===== config.mk =====
export PLATFORM = sky130hd
export DESIGN_NAME = cluster_sequencer
export DESIGN_NICKNAME = d
export VERILOG_FILES = /design/src/rtl/cluster_sequencer.sv
export SDC_FILE = /design/constraint.sdc
export NUM_CORES = 1
export LEC_CHECK = 0
export ABC_AREA = 1
export BUFFER_PORTS_ARGS = -buffer_cell sky130_fd_sc_hd__buf_2
export CAP_MARGIN = 10
export CORE_MARGIN = 5
export CORE_UTILIZATION = 62
export CTS_CLUSTER_DIAMETER = 200
export DETAILED_ROUTE_END_ITERATION = 10
export PLACE_DENSITY = 0.87
export SLEW_MARGIN = 20
export SYNTH_ARGS = -nofsm -noshare
export SYNTH_HDL_FRONTEND = slang
export SYNTH_SLANG_ARGS = --single-unit

===== constraint.sdc =====
create_clock -name CLK -period 4.7 [get_ports CLK]
set_input_delay 0.47 -clock CLK [delete_from_list [all_inputs] [get_ports CLK]]
set_output_delay 0.47 -clock CLK [all_outputs]
set_load 0.005 [all_outputs]

===== src/rtl/cluster_sequencer.sv =====
// Cluster sequencer: loads filter chunks into the compute units, then streams IFM sub-chunks
// through a two-bank ping-pong buffer while scheduling compute and accumulator buffers.
module cluster_sequencer #(
    parameter int CHUNK_SIZE       = 128,
    parameter int BUS_SIZE         = 8,
    parameter int COMPUTE_UNIT_NUM = 32,
    parameter int OUTPUT_BUF_NUM   = 32,
    localparam int BEATS = CHUNK_SIZE / BUS_SIZE,
    localparam int CW    = $clog2(BEATS),
    localparam int BW    = $clog2(OUTPUT_BUF_NUM),
    localparam int UW    = $clog2(COMPUTE_UNIT_NUM)
) (
    input  logic          CLK,
    input  logic          RESET,
    input  logic          start_i,
    input  logic [BW:0]   cfg_sub_chunk_num_i,
    output logic          busy_o,
    output logic          done_o,
    input  logic          fil_beat_valid_i,
    output logic          fil_beat_ready_o,
    input  logic          ifm_beat_valid_i,
    output logic          ifm_beat_ready_o,
    output logic          fil_chunk_wr_valid_o,
    output logic [CW-1:0] fil_chunk_wr_count_o,
    output logic          fil_chunk_wr_sel_o,
    output logic          fil_chunk_rd_sel_o,
    output logic [UW-1:0] fil_wr_order_sel_o,
    output logic          ifm_chunk_wr_valid_o,
    output logic [CW-1:0] ifm_chunk_wr_count_o,
    output logic          ifm_chunk_wr_sel_o,
    output logic          ifm_chunk_rd_sel_o,
    output logic          init_o,
    output logic          sub_chunk_start_o,
    input  logic          sub_chunk_end_i,
    output logic [BW-1:0] acc_buf_sel_o,
    output logic [BW-1:0] out_buf_sel_o
);

    typedef enum logic [1:0] {StIdle, StFilLoad, StRun, StDone} state_e;

    state_e        state_q, state_d;
    logic [BW:0]   n_q, n_d;
    logic [BW:0]   loaded_q, loaded_d;
    logic [BW:0]   issued_q, issued_d;
    logic [BW:0]   completed_q, completed_d;
    logic [CW-1:0] fil_cnt_q, fil_cnt_d;
    logic [UW-1:0] fil_unit_q, fil_unit_d;
    logic [CW-1:0] ifm_cnt_q, ifm_cnt_d;
    logic          wr_sel_q, wr_sel_d;
    logic          rd_sel_q, rd_sel_d;
    logic [1:0]    full_q, full_d;
    logic          computing_q, computing_d;
    logic [BW-1:0] buf_sel_q, buf_sel_d;
    logic          end_fire;
    logic          cfg_ok;

    assign busy_o               = (state_q != StIdle);
    assign done_o               = (state_q == StDone);
    assign init_o               = (state_q == StFilLoad);
    assign fil_beat_ready_o     = (state_q == StFilLoad);
    assign fil_chunk_wr_valid_o = fil_beat_valid_i & fil_beat_ready_o;
    assign fil_chunk_wr_count_o = fil_cnt_q;
    assign fil_wr_order_sel_o   = fil_unit_q;
    assign fil_chunk_wr_sel_o   = 1'b0;
    assign fil_chunk_rd_sel_o   = 1'b0;
    assign ifm_beat_ready_o     = (state_q == StRun) & ~full_q[wr_sel_q] & (loaded_q < n_q);
    assign ifm_chunk_wr_valid_o = ifm_beat_valid_i & ifm_beat_ready_o;
    assign ifm_chunk_wr_count_o = ifm_cnt_q;
    assign ifm_chunk_wr_sel_o   = wr_sel_q;
    assign ifm_chunk_rd_sel_o   = rd_sel_q;
    assign sub_chunk_start_o    = (state_q == StRun) & ~computing_q & full_q[rd_sel_q] &
                                  (issued_q < n_q);
    assign acc_buf_sel_o        = buf_sel_q;
    assign out_buf_sel_o        = buf_sel_q;

    // computing is only ever set in RUN, so this also masks ends in other states
    assign end_fire = sub_chunk_end_i & computing_q;
    assign cfg_ok   = (cfg_sub_chunk_num_i != '0) &&
                      (cfg_sub_chunk_num_i <= (BW+1)'(OUTPUT_BUF_NUM));

    always_comb begin
        state_d     = state_q;
        n_d         = n_q;
        loaded_d    = loaded_q;
        issued_d    = issued_q;
        completed_d = completed_q;
        fil_cnt_d   = fil_cnt_q;
        fil_unit_d  = fil_unit_q;
        ifm_cnt_d   = ifm_cnt_q;
        wr_sel_d    = wr_sel_q;
        rd_sel_d    = rd_sel_q;
        full_d      = full_q;
        computing_d = computing_q;
        buf_sel_d   = buf_sel_q;

        unique case (state_q)
            StIdle: begin
                if (start_i && cfg_ok) begin
                    state_d     = StFilLoad;
                    n_d         = cfg_sub_chunk_num_i;
                    loaded_d    = '0;
                    issued_d    = '0;
                    completed_d = '0;
                    full_d      = '0;
                    computing_d = 1'b0;
                    fil_cnt_d   = '0;
                    fil_unit_d  = '0;
                    ifm_cnt_d   = '0;
                end
            end
            StFilLoad: begin
                if (fil_chunk_wr_valid_o) begin
                    if (fil_cnt_q == CW'(BEATS - 1)) begin
                        fil_cnt_d = '0;
                        if (fil_unit_q == UW'(COMPUTE_UNIT_NUM - 1)) begin
                            fil_unit_d = '0;
                            state_d    = StRun;
                        end else begin
                            fil_unit_d = fil_unit_q + UW'(1);
                        end
                    end else begin
                        fil_cnt_d = fil_cnt_q + CW'(1);
                    end
                end
            end
            StRun: begin
                if (ifm_chunk_wr_valid_o) begin
                    if (ifm_cnt_q == CW'(BEATS - 1)) begin
                        ifm_cnt_d        = '0;
                        full_d[wr_sel_q] = 1'b1;
                        wr_sel_d         = ~wr_sel_q;
                        loaded_d         = loaded_q + (BW+1)'(1);
                    end else begin
                        ifm_cnt_d = ifm_cnt_q + CW'(1);
                    end
                end
                if (sub_chunk_start_o) begin
                    computing_d = 1'b1;
                    issued_d    = issued_q + (BW+1)'(1);
                end
                // A same-cycle set targets the write bank, which is never the full read bank
                if (end_fire) begin
                    full_d[rd_sel_q] = 1'b0;
                    rd_sel_d         = ~rd_sel_q;
                    buf_sel_d        = (buf_sel_q == BW'(OUTPUT_BUF_NUM - 1)) ? '0 :
                                       buf_sel_q + BW'(1);
                    completed_d      = completed_q + (BW+1)'(1);
                    computing_d      = 1'b0;
                    if ((completed_q + (BW+1)'(1)) == n_q) begin
                        state_d = StDone;
                    end
                end
            end
            StDone: state_d = StIdle;
            default: state_d = StIdle;
        endcase
    end

    always_ff @(posedge CLK) begin
        if (RESET) begin
            state_q     <= StIdle;
            n_q         <= '0;
            loaded_q    <= '0;
            issued_q    <= '0;
            completed_q <= '0;
            fil_cnt_q   <= '0;
            fil_unit_q  <= '0;
            ifm_cnt_q   <= '0;
            wr_sel_q    <= 1'b0;
            rd_sel_q    <= 1'b0;
            full_q      <= '0;
            computing_q <= 1'b0;
            buf_sel_q   <= '0;
        end else begin
            state_q     <= state_d;
            n_q         <= n_d;
            loaded_q    <= loaded_d;
            issued_q    <= issued_d;
            completed_q <= completed_d;
            fil_cnt_q   <= fil_cnt_d;
            fil_unit_q  <= fil_unit_d;
            ifm_cnt_q   <= ifm_cnt_d;
            wr_sel_q    <= wr_sel_d;
            rd_sel_q    <= rd_sel_d;
            full_q      <= full_d;
            computing_q <= computing_d;
            buf_sel_q   <= buf_sel_d;
        end
    end

endmodule


==> metrics.md, run 1 <==
| Metric | Value |
|---|---|
| Compound-cell area share of the yosys netlist | `0.1375` |
| Hpwl dp | `5.692 mm` |
| I/O pins | `47` |
| LEAKAGE | `1.542 nW` |
| Clk_lat worst skew | `roughly 0.32 ns` |
| Clk_skew | `0.01439 ns` |
| Setup CP Type | `reg2out` |
| Number of buffers created by CTS | `5` |
| Setup violations, final | `0` |
| Post-synth EDFFs | `0` |
| Power Total | `1.254 mW` |
| Sink Count | `between 40 and 50` |
| Main synth FF type | `dfxtp_1` |
| First-pass DRT Iterations | `5` |
| Largest family of logic cells by synthesized area | `simple AND/OR/NAND/NOR gates` |
| Row cnt | `25` |
| Layout area overhead | `10.29%` |
| Largest net degree at the start of global routing | `28` |
| Vias in the first global route | `around 2800` |
| CP Launch Type | `flip-flop` |
| Fill count | `402` |
| CTS Buffer Depth | `2` |
| Drt drc | `0` |
| Critical Path Fanout Max | `15` |
| Post-synth top cells | `82 x nand2_1, 49 x dfxtp_1, 47 x inv_1, 45 x a21oi_1` |
| Max VDD drop | `302.8 uV` |
| Port Buffers | `44` |
| Most frequent cell after synthesis | `nand2_1` |
| Initial antenna violation count | `0` |
| Synth Area in Adders | `0.09244` |
| Max cap viols | `0` |
| CTS tree | `yes` |
| Post-Syn Instances | `between 400 and 500` |
| WP data required | `4.23 ns` |
| Unique cell type count in the Yosys netlist | `40` |
| RD Place Congestion | `~0.85` |
| Global-route wire length before repair | `12.55 mm` |
| Die Width | `80.86 um` |
| TNS Setup | `0 ns` |
| Post-CTS Setup Inserts | `0` |
| Area leader, netlist | `dfxtp_1` |
| Initial Util | `0.6505` |
| Routed WL | `7.507 mm` |
| Drt initial violations | `191` |
| HP Class | `in2reg` |
| Multiplexer share of the synthesized area | `0` |
| H-Tree Depth | `2` |
| Fmax | `between 300 and 400 MHz` |
| Area contributors post-synth | `dfxtp_1 32%, nand2_1 9.9%, ha_1 9.2%` |
| Synth Area in XOR/XNOR | `0.02532` |
| Vias per inst | `5.563` |
| CORE AREA | `4786 um2` |
| Register bit total from synthesis | `49` |
| Status | `finished, final reports clean` |
| Synth top area share | `0.3151` |
| Post-layout nets | `512` |
| Post-cts resize count | `0` |
| Crit share post-route | `0.5484` |
| Clk slew on worst S/H paths | `0.09 ns` |
| Post-synthesis sequential area ratio | `0.3151` |
| Die area | `6538 um2` |
| Diode count | `0` |
| Ys Warns | `0` |
| Slew margin rel. | `0.4471` |
| Simple-gate area share of the yosys netlist | `0.3296` |
| Die height | `about 81 um` |
| PwrDens | `365.2 nW/um2` |
| CP Capture Type | `primary output` |
| Asr flop ratio synth | `0` |
| Vias | `about 3000` |
| Final max-slew violation count | `0` |
| Root Buffer | `clkbuf_8` |
| Final ANT Viol Nets | `0` |
| Drt wl/cell | `13.77 um` |
| Remaining Overflow, GRT | `0` |
| Total GRT Usage | `0.2412` |
| CTS Hold Bufs | `0` |
| Fraction of layout cells with a size suffix above 1 | `0.1736` |
| Transition time of the tightest slew-check pin | `0.8284 ns` |
| Syn_area_per_cell | `7.059 um2` |
| Minimum clock period | `2.577 ns` |
| Synth Cell Area | `3113 um2` |
| Arrival @ worst endpoint | `between 2 and 2.5 ns` |
| Final hold vios | `0` |
| RSZ-0062 raised after global routing | `no` |
## cell type report
cell class | instances | area [um2] | area share
Multi-Input combinational cell | 323 | 1828 | 0.5324
Sequential cell | 49 | 980.9 | 0.2857
Inverter | 54 | 207.7 | 0.06050
Tap cell | 67 | 83.83 | 0.02442
Timing Repair Buffer | 44 | 220.2 | 0.06414
Clock inverter | 3 | 43.79 | 0.01276
Clock buffer | 5 | 68.82 | 0.02004
## where the power goes
group	switching (mW)	internal (mW)	leakage (nW)	total, mW
clock	0.153	0.160	0.0585	0.313
sequential	0.0303	0.447	0.397	0.477
combinational	0.318	0.146	1.09	0.464
## placed cells by master, fill, tap and decap left out, drive strengths merged
master,synthesis,layout
nand2,92,92
inv,52,53
dfxtp,49,49
nor2,49,49
a21oi,45,45
buf,11,44
nand3,43,43
o21ai,29,29
ha,23,23
nor3,10,10
nand4,8,8
xor2,6,6
clkbuf,5,5
xnor2,3,3
clkinv,2,3
nor4,2,2
o22ai,2,2
nor3b,2,2
or2,2,2
conb,1,2
o21a,1,1
a21boi,1,1
o21bai,1,1
nand3b,1,1
and3,1,1
bufinv,0,1
## cells by family (layout without fill, tap and decap cells)
family	count (synthesis)	count (layout)
adders and majority gates	23	23
and+or+nand+nor	210	210
other	1	2
DFF	49	49
AOI/OAI and AO/OA	79	79
buffers and inverters	70	106
xor gates and xnor gates	9	9
## worst paths after layout
check | slack (ns) | start | end | depth (start not counted)
setup / recovery | 2.12 | state_q[0] | ifm_chunk_wr_valid_o | 7
hold / removal | 0.47 | fil_beat_valid_i | fil_chunk_wr_count_o[2] | 3
setup reg to reg | 2.51 | state_q[0] | completed_q[0] | 8
hold reg to reg | 0.50 | issued_q[0] | issued_q[0] | 2
## through the flow
step	hold WS [ns]	cells	utilization	area (um2)	setup WS (ns)
floorplan	0.4516	442	-	3117	2.972
global placement	0.4656	537	0.6939	3321	2.570
detailed placement	0.4842	537	0.6939	3321	2.490
CTS	0.4647	545	0.7174	3433	2.135
global route	0.4749	545	0.7174	3433	1.982
finish	0.4673	545	0.7174	3433	2.123
## worst max-delay path, cell delays in order (launching register included)
cell     delay [ns]
dfxtp_1        0.34
inv_1          0.10
ha_1           0.46
inv_2          0.24
nor2_1         0.22
nand4_2        0.20
inv_1          0.13
buf_2          0.12
## per-layer routing
layer  up-vias  share of wire  track usage
li1       1514              -            -
met1      1400           0.44       0.3102
met2       110           0.48       0.4113
met3         8          0.067      0.04878
met4         0          0.011      0.06250
met5         -              0            0
## registers in the layout, indices dropped and copies added (netlist names), 4 cells and up
| name | count |
|---|---|
| n_q | 6 |
| fil_wr_order_sel_o | 5 |
| issued_q | 6 |
| acc_buf_sel_o | 5 |
| ifm_chunk_wr_count_o | 4 |
| loaded_q | 6 |
| fil_chunk_wr_count_o | 4 |
| completed_q | 6 |
No activity file was read; power rests on OpenSTA's default activity.
==> run 2, diff against run 1 <==
- CORE_UTILIZATION: 62 -> 52
- PLACE_DENSITY: 0.87 -> 0.78
- clock period: 4.7 -> 2.2 ns (I/O delays scaled with it)
==> metrics.md, run 2 (synthesis results as in run 1) <==
| Metric | Value |
|---|---|
| Status | `finished, final reports clean` |
| Sequential Power Share | `0.395 (+0.015)` |
| Critical Path Fanout Max | `4 (-11)` |
| RD Place Congestion | `0.8448 (-1.0%)` |
| Comb pwr share | `0.391 (+0.021)` |
| Transition time of the tightest slew-check pin | `0.5844 ns (-0.2440 ns)` |
| Routed WL | `7.324 mm (-2.4%)` |
| H-Tree Depth | `2 (unchanged)` |
| Sw Share | `0.4139 (+0.01421)` |
| Clk_skew | `0.007878 ns (-0.006513 ns)` |
| Met3 routed WL | `421 um (-17%)` |
| Initial Util | `0.5289 (-0.1215)` |
| Largest net degree at the start of global routing | `23 (-18%)` |
| Die Width | `87.37 um (+8.1%)` |
| Global-route wire length before repair | `12.44 mm (-0.88%)` |
| Switching pwr | `1.068 mW (+110%)` |
| Number of buffers created by CTS | `5 (unchanged)` |
| WP buf/inv | `4 (unchanged)` |
| RSZ-0062 raised after global routing | `no` |
| TNS Setup | `0 ns (unchanged)` |
| DR top layer | `met4` |
| I/O pins | `47 (unchanged)` |
| Initial antenna violation count | `0 (unchanged)` |
| Slew margin rel. | `0.6100 (+0.1629)` |
| CP max stage delay | `0.34 ns (-0.12 ns)` |
| Port Buffers | `44 (unchanged)` |
| Setup CP Type | `reg2out` |
| Layout area overhead | `11.13%` |
| Most common cell on crit path | `inv_1` |
| CTS tree | `yes` |
| Final worst slack | `0.1675 ns (-1.955 ns)` |
| Drt wl/cell | `13.13 um (-4.7%)` |
| Routed met1 length | `3.370 mm (+2.3%)` |
| Die height | `87.37 um (+8.1%)` |
| Max cap viols | `0 (unchanged)` |
| Sink Count | `49 (unchanged)` |
| Total GRT Usage | `0.2014 (-0.03985)` |
| Clk slew on worst S/H paths | `0.10 ns (about the same)` |
| CP Capture Type | `primary output` |
| Most frequent cells in the layout | `82 x nand2_1, 49 x dfxtp_1, 47 x inv_1` |
| Critical-path cell list | `inv_1 > ha_1 > nand2_1 > inv_1 > a21oi_1 > nand4_2 > inv_1 > buf_2` |
| Clock power share | `0.214 (-0.035)` |
| Setup violations, final | `0 (unchanged)` |
| Final ANT Viol Nets | `0 (unchanged)` |
| PwrDens | `745.5 nW/um2 (+100%)` |
| Critical path's top delay family | `buffers and inverters` |
| Pre-CTS setup slack | `0.3028 ns (-2.187 ns)` |
| Vias in the first global route | `2756 (-2.8%)` |
| Vias per inst | `5.470 (-1.7%)` |
| Fmax | `492.0 MHz` |
| R2R setup slack | `0.22 ns (-2.29 ns)` |
| Die area | `7634 um2 (+17%)` |
| Max VDD drop | `534.4 uV (+76%)` |
| Drt drc | `0 (unchanged)` |
| Minimum clock period | `2.032 ns` |
| Root Buffer | `clkbuf_8` |
| Post-cts resize count | `0 (unchanged)` |
| Post-layout nets | `517 (+0.98%)` |
| Clk_lat worst skew | `0.31 ns (about the same)` |
| CTS Hold Bufs | `0 (unchanged)` |
| WP data required | `1.98 ns (-2.25 ns)` |
| Arrival @ worst endpoint | `1.81 ns (-0.30 ns)` |
| First-pass DRT Iterations | `5 (unchanged)` |
| Drt initial violations | `195 (+2.1%)` |
| Fraction of layout cells with a size suffix above 1 | `0.1822 (+0.008554)` |
| CP Launch Type | `flip-flop` |
| Commonest non-fill, non-tap cell in the layout | `nand2_1` |
| Row cnt | `28 (+12%)` |
| Post-CTS Setup Inserts | `0 (unchanged)` |
| Final hold vios | `0 (unchanged)` |
| HP Class | `in2reg` |
| Total internal power | `1.512 mW (+100%)` |
| CTS Buffer Depth | `2 (unchanged)` |
| Final max-slew violation count | `0 (unchanged)` |
| Vias | `3052 (+0.66%)` |
| Remaining Overflow, GRT | `0 (unchanged)` |
| Met2 Wirelength | `3.435 mm (-5.2%)` |
| Diode count | `0 (unchanged)` |
| CORE AREA | `5886 um2 (+23%)` |
| Hpwl dp | `5.564 mm (-2.2%)` |
| LEAKAGE | `1.545 nW (+0.22%)` |
| Crit share post-route | `0.9239` |
| Slowest cell on crit path | `dfxtp_1` |
==> run 2: power by group through the flow <==
stage	Clock, mW	Combinational, mW	Sequential [mW]
3_5_place_dp	0	0.998	1.04
5_1_grt	0.603	1.13	1.03
6_report	0.553	1.01	1.02
4_1_cts	0.561	1.01	1.02
2_1_floorplan	0	0.780	1.03
3_3_place_gp	0	0.977	1.04
==> run 2: worst register-to-register path, stage by stage, from the launching register on <==
cell and delay, ns:
dfxtp_1 0.34, inv_1 0.09, ha_1 0.33, nand2_1 0.10, inv_1 0.05, a21oi_1 0.20, nand4_2 0.18, buf_4 0.19
nand2_4 0.10, nand2_4 0.08, o21ai_0 0.17, nor2_1 0.07
==> run 2: per-layer routing <==
metal  track usage  up-vias
li1              -     1529
met2        0.3418      101
met4       0.04881        0
met5             0        -
met3       0.03500       13
met1        0.2643     1409
==> run 2: cell type report <==
cell class	instances	area, um2
fill	555	2426
multi-input combinational	323	1828
sequential	49	980.9
timing repair buffer	49	257.7
inverter	54	207.7
tap	75	93.84
clock buffer	5	68.82
clock inverter	3	22.52
==> run 2: metrics by stage <==
stage | hold WS (ns) | total power, mW | instances | area [um2] | util
3_5_place_dp | 0.4738 | 2.036 | 549 | 3361 | 0.5710
6_report | 0.2029 | 2.579 | 558 | 3460 | 0.5878
3_3_place_gp | 0.4700 | 2.013 | 549 | 3361 | 0.5710
4_1_cts | 0.1985 | 2.585 | 557 | 3452 | 0.5865
2_1_floorplan | 0.2993 | 1.807 | 442 | 3117 | -
5_1_grt | 0.2251 | 2.766 | 558 | 3460 | 0.5878
==> run 2: final timing paths <==
| path | depth (start not counted) | to | from |
|---|---|---|---|
| worst max register to register | 11 | ifm_chunk_wr_count_o[3] | n_q[5] |
| worst max-delay path | 8 | ifm_chunk_wr_valid_o | n_q[5] |
| worst min-delay path | 3 | n_q[1] | cfg_sub_chunk_num_i[1] |
| worst min register to register | 2 | full_q[0] | full_q[0] |
==> run 3, diff against run 2 <==
- BUFFER_PORTS_ARGS: -buffer_cell sky130_fd_sc_hd__buf_2 -> -buffer_cell sky130_fd_sc_hd__buf_4
==> metrics.md, run 3 (synthesis results as in run 1) <==
| Metric | Value |
|---|---|
| Global-route wire length before repair | `12.28 mm (-1.3%)` |
| Setup CP Type | `reg2out` |
| Crit share post-route | `0.9229 (-0.0009914)` |
| Vias | `2918 (-4.4%)` |
| CORE AREA | `5886 um2 (unchanged)` |
| CTS tree | `yes` |
| Row cnt | `28 (unchanged)` |
| Port Buffers | `44 (unchanged)` |
| Most frequent cells in the layout | `82 x nand2_1, 49 x dfxtp_1, 49 x buf_4` |
| Initial Util | `0.5289 (unchanged)` |
| TNS Setup | `0 ns (unchanged)` |
| Final hold vios | `0 (unchanged)` |
| Arrival @ worst endpoint | `1.81 ns (about the same)` |
| LEAKAGE | `1.574 nW (+1.9%)` |
| Drt initial violations | `252 (+29%)` |
| Routed WL | `7.308 mm (-0.22%)` |
| Fraction of layout cells with a size suffix above 1 | `0.1801 (-0.002070)` |
| Layout area overhead | `15.47%` |
| Clk slew on worst S/H paths | `0.09 ns (about the same)` |
| Minimum clock period | `2.030 ns (-0.002181 ns)` |
| Vias per inst | `5.229 (-4.4%)` |
| Clk_skew | `0.007566 ns (-0.0003126 ns)` |
| CTS Buffer Depth | `2 (unchanged)` |
| Vias in the first global route | `2717 (-1.4%)` |
| Sink Count | `49 (unchanged)` |
| Clk_lat worst skew | `0.31 ns (about the same)` |
| Drt drc | `0 (unchanged)` |
| RSZ-0062 raised after global routing | `no` |
| Total GRT Usage | `0.1997 (-0.001644)` |
| Diode count | `0 (unchanged)` |
| Die height | `87.37 um (unchanged)` |
| CP Launch Type | `flip-flop` |
| Number of buffers created by CTS | `5 (unchanged)` |
| CP max stage delay | `0.34 ns (about the same)` |
| Max VDD drop | `585.7 uV (+9.6%)` |
| Final max-slew violation count | `0 (unchanged)` |
| Hpwl dp | `5.545 mm (-0.35%)` |
| H-Tree Depth | `2 (unchanged)` |
| CP Capture Type | `primary output` |
| Fmax | `492.5 MHz (+0.11%)` |
| Final ANT Viol Nets | `0 (unchanged)` |
| Slowest cell on crit path | `dfxtp_1` |
| First-pass DRT Iterations | `4 (-1)` |
| Drt wl/cell | `13.10 um (-0.22%)` |
| Remaining Overflow, GRT | `0 (unchanged)` |
| PwrDens | `758.7 nW/um2 (+1.8%)` |
| Critical-path cell list | `inv_1 > ha_1 > nand2_1 > nand2_1 > a21oi_1 > nand4_2 > inv_1 > buf_4` |
| Critical Path Fanout Max | `4 (unchanged)` |
| WP data required | `1.98 ns (about the same)` |
| Status | `finished, final reports clean` |
| Area of the multi-input gates | `1828 um2 (unchanged)` |
| Sequential cell area | `980.9 um2 (unchanged)` |
| Die Width | `87.37 um (unchanged)` |
| Setup violations, final | `0 (unchanged)` |
| Max cap viols | `0 (unchanged)` |
| Fill count | `565 (+1.8%)` |
| Largest net degree at the start of global routing | `24 (+4.3%)` |
| I/O pins | `47 (unchanged)` |
| Die area | `7634 um2 (unchanged)` |
| HP Class | `in2reg` |
| Power Total | `2.727 mW (+5.7%)` |
| Root Buffer | `clkbuf_8` |
| Commonest non-fill, non-tap cell in the layout | `nand2_1` |
| Initial antenna violation count | `0 (unchanged)` |
| R2R setup slack | `0.20 ns (-0.02 ns)` |
| Post-layout nets | `517 (unchanged)` |
| RD Place Congestion | `0.8367 (-0.96%)` |
-- run 3: worst max-delay path, delay by kind of cell (launching register included) --
family	cells	cell delay [ns]
simple gates	3	0.30
flops	1	0.34
buf+inv	3	0.33
compound gates	1	0.20
fa+ha+maj	1	0.33
-- run 3: final cells by class --
class / count / share of cell area
inverter: 54 / 0.05778
multi-input combinational: 323 / 0.5085
timing repair buffer: 49 / 0.1023
tap: 75 / 0.02611
clock buffer: 7 / 0.02402
sequential: 49 / 0.2729
clock inverter: 1 / 0.008354
-- run 3: final timing paths --
| check | endpoint | startpoint | cells past startpoint |
|---|---|---|---|
| min | n_q[1] | cfg_sub_chunk_num_i[1] | 3 |
| max reg2reg | ifm_chunk_wr_count_o[0] | n_q[3] | 11 |
| min reg2reg | full_q[0] | full_q[0] | 2 |
| max | ifm_chunk_wr_valid_o | n_q[3] | 8 |
-- run 3: power breakdown --
group          total (mW)  switching [mW]  internal [mW]
Clock               0.679           0.308          0.371
Combinational        1.03           0.666          0.363
Sequential           1.02          0.0655          0.954
Total                2.73            1.04           1.69
-- run 3: per-stage QoR --
stage / setup WS, ns / std cells / instance area (um2) / util / hold WS (ns)
after CTS: 0.1111 / 557 / 3587 / 0.6095 / 0.1999
final: 0.1697 / 558 / 3595 / 0.6108 / 0.2021
after floorplan: 0.5440 / 442 / 3117 / - / 0.2993
after global placement: 0.3808 / 549 / 3471 / 0.5897 / 0.4753
after global routing: 0.01753 / 558 / 3595 / 0.6108 / 0.2259
after detailed placement: 0.3104 / 549 / 3471 / 0.5897 / 0.4783
-- run 3: routing by layer --
layer  vias to the layer above  wire length (um)  track usage  part of all wire
li1                       1521                 -            -                 -
met1                      1327              3434       0.2699              0.47
met2                        61              3429       0.3301              0.47
met3                         9               355      0.02933             0.049
met4                         0                88      0.05579             0.012
met5                         -                 0            0                 0
-- run 3: timing repair --
item	in CTS	in global routing
resized for setup	0	0
setup buffers	0	1
hold buffers	0	0
endpoints found under the setup margin	0	1
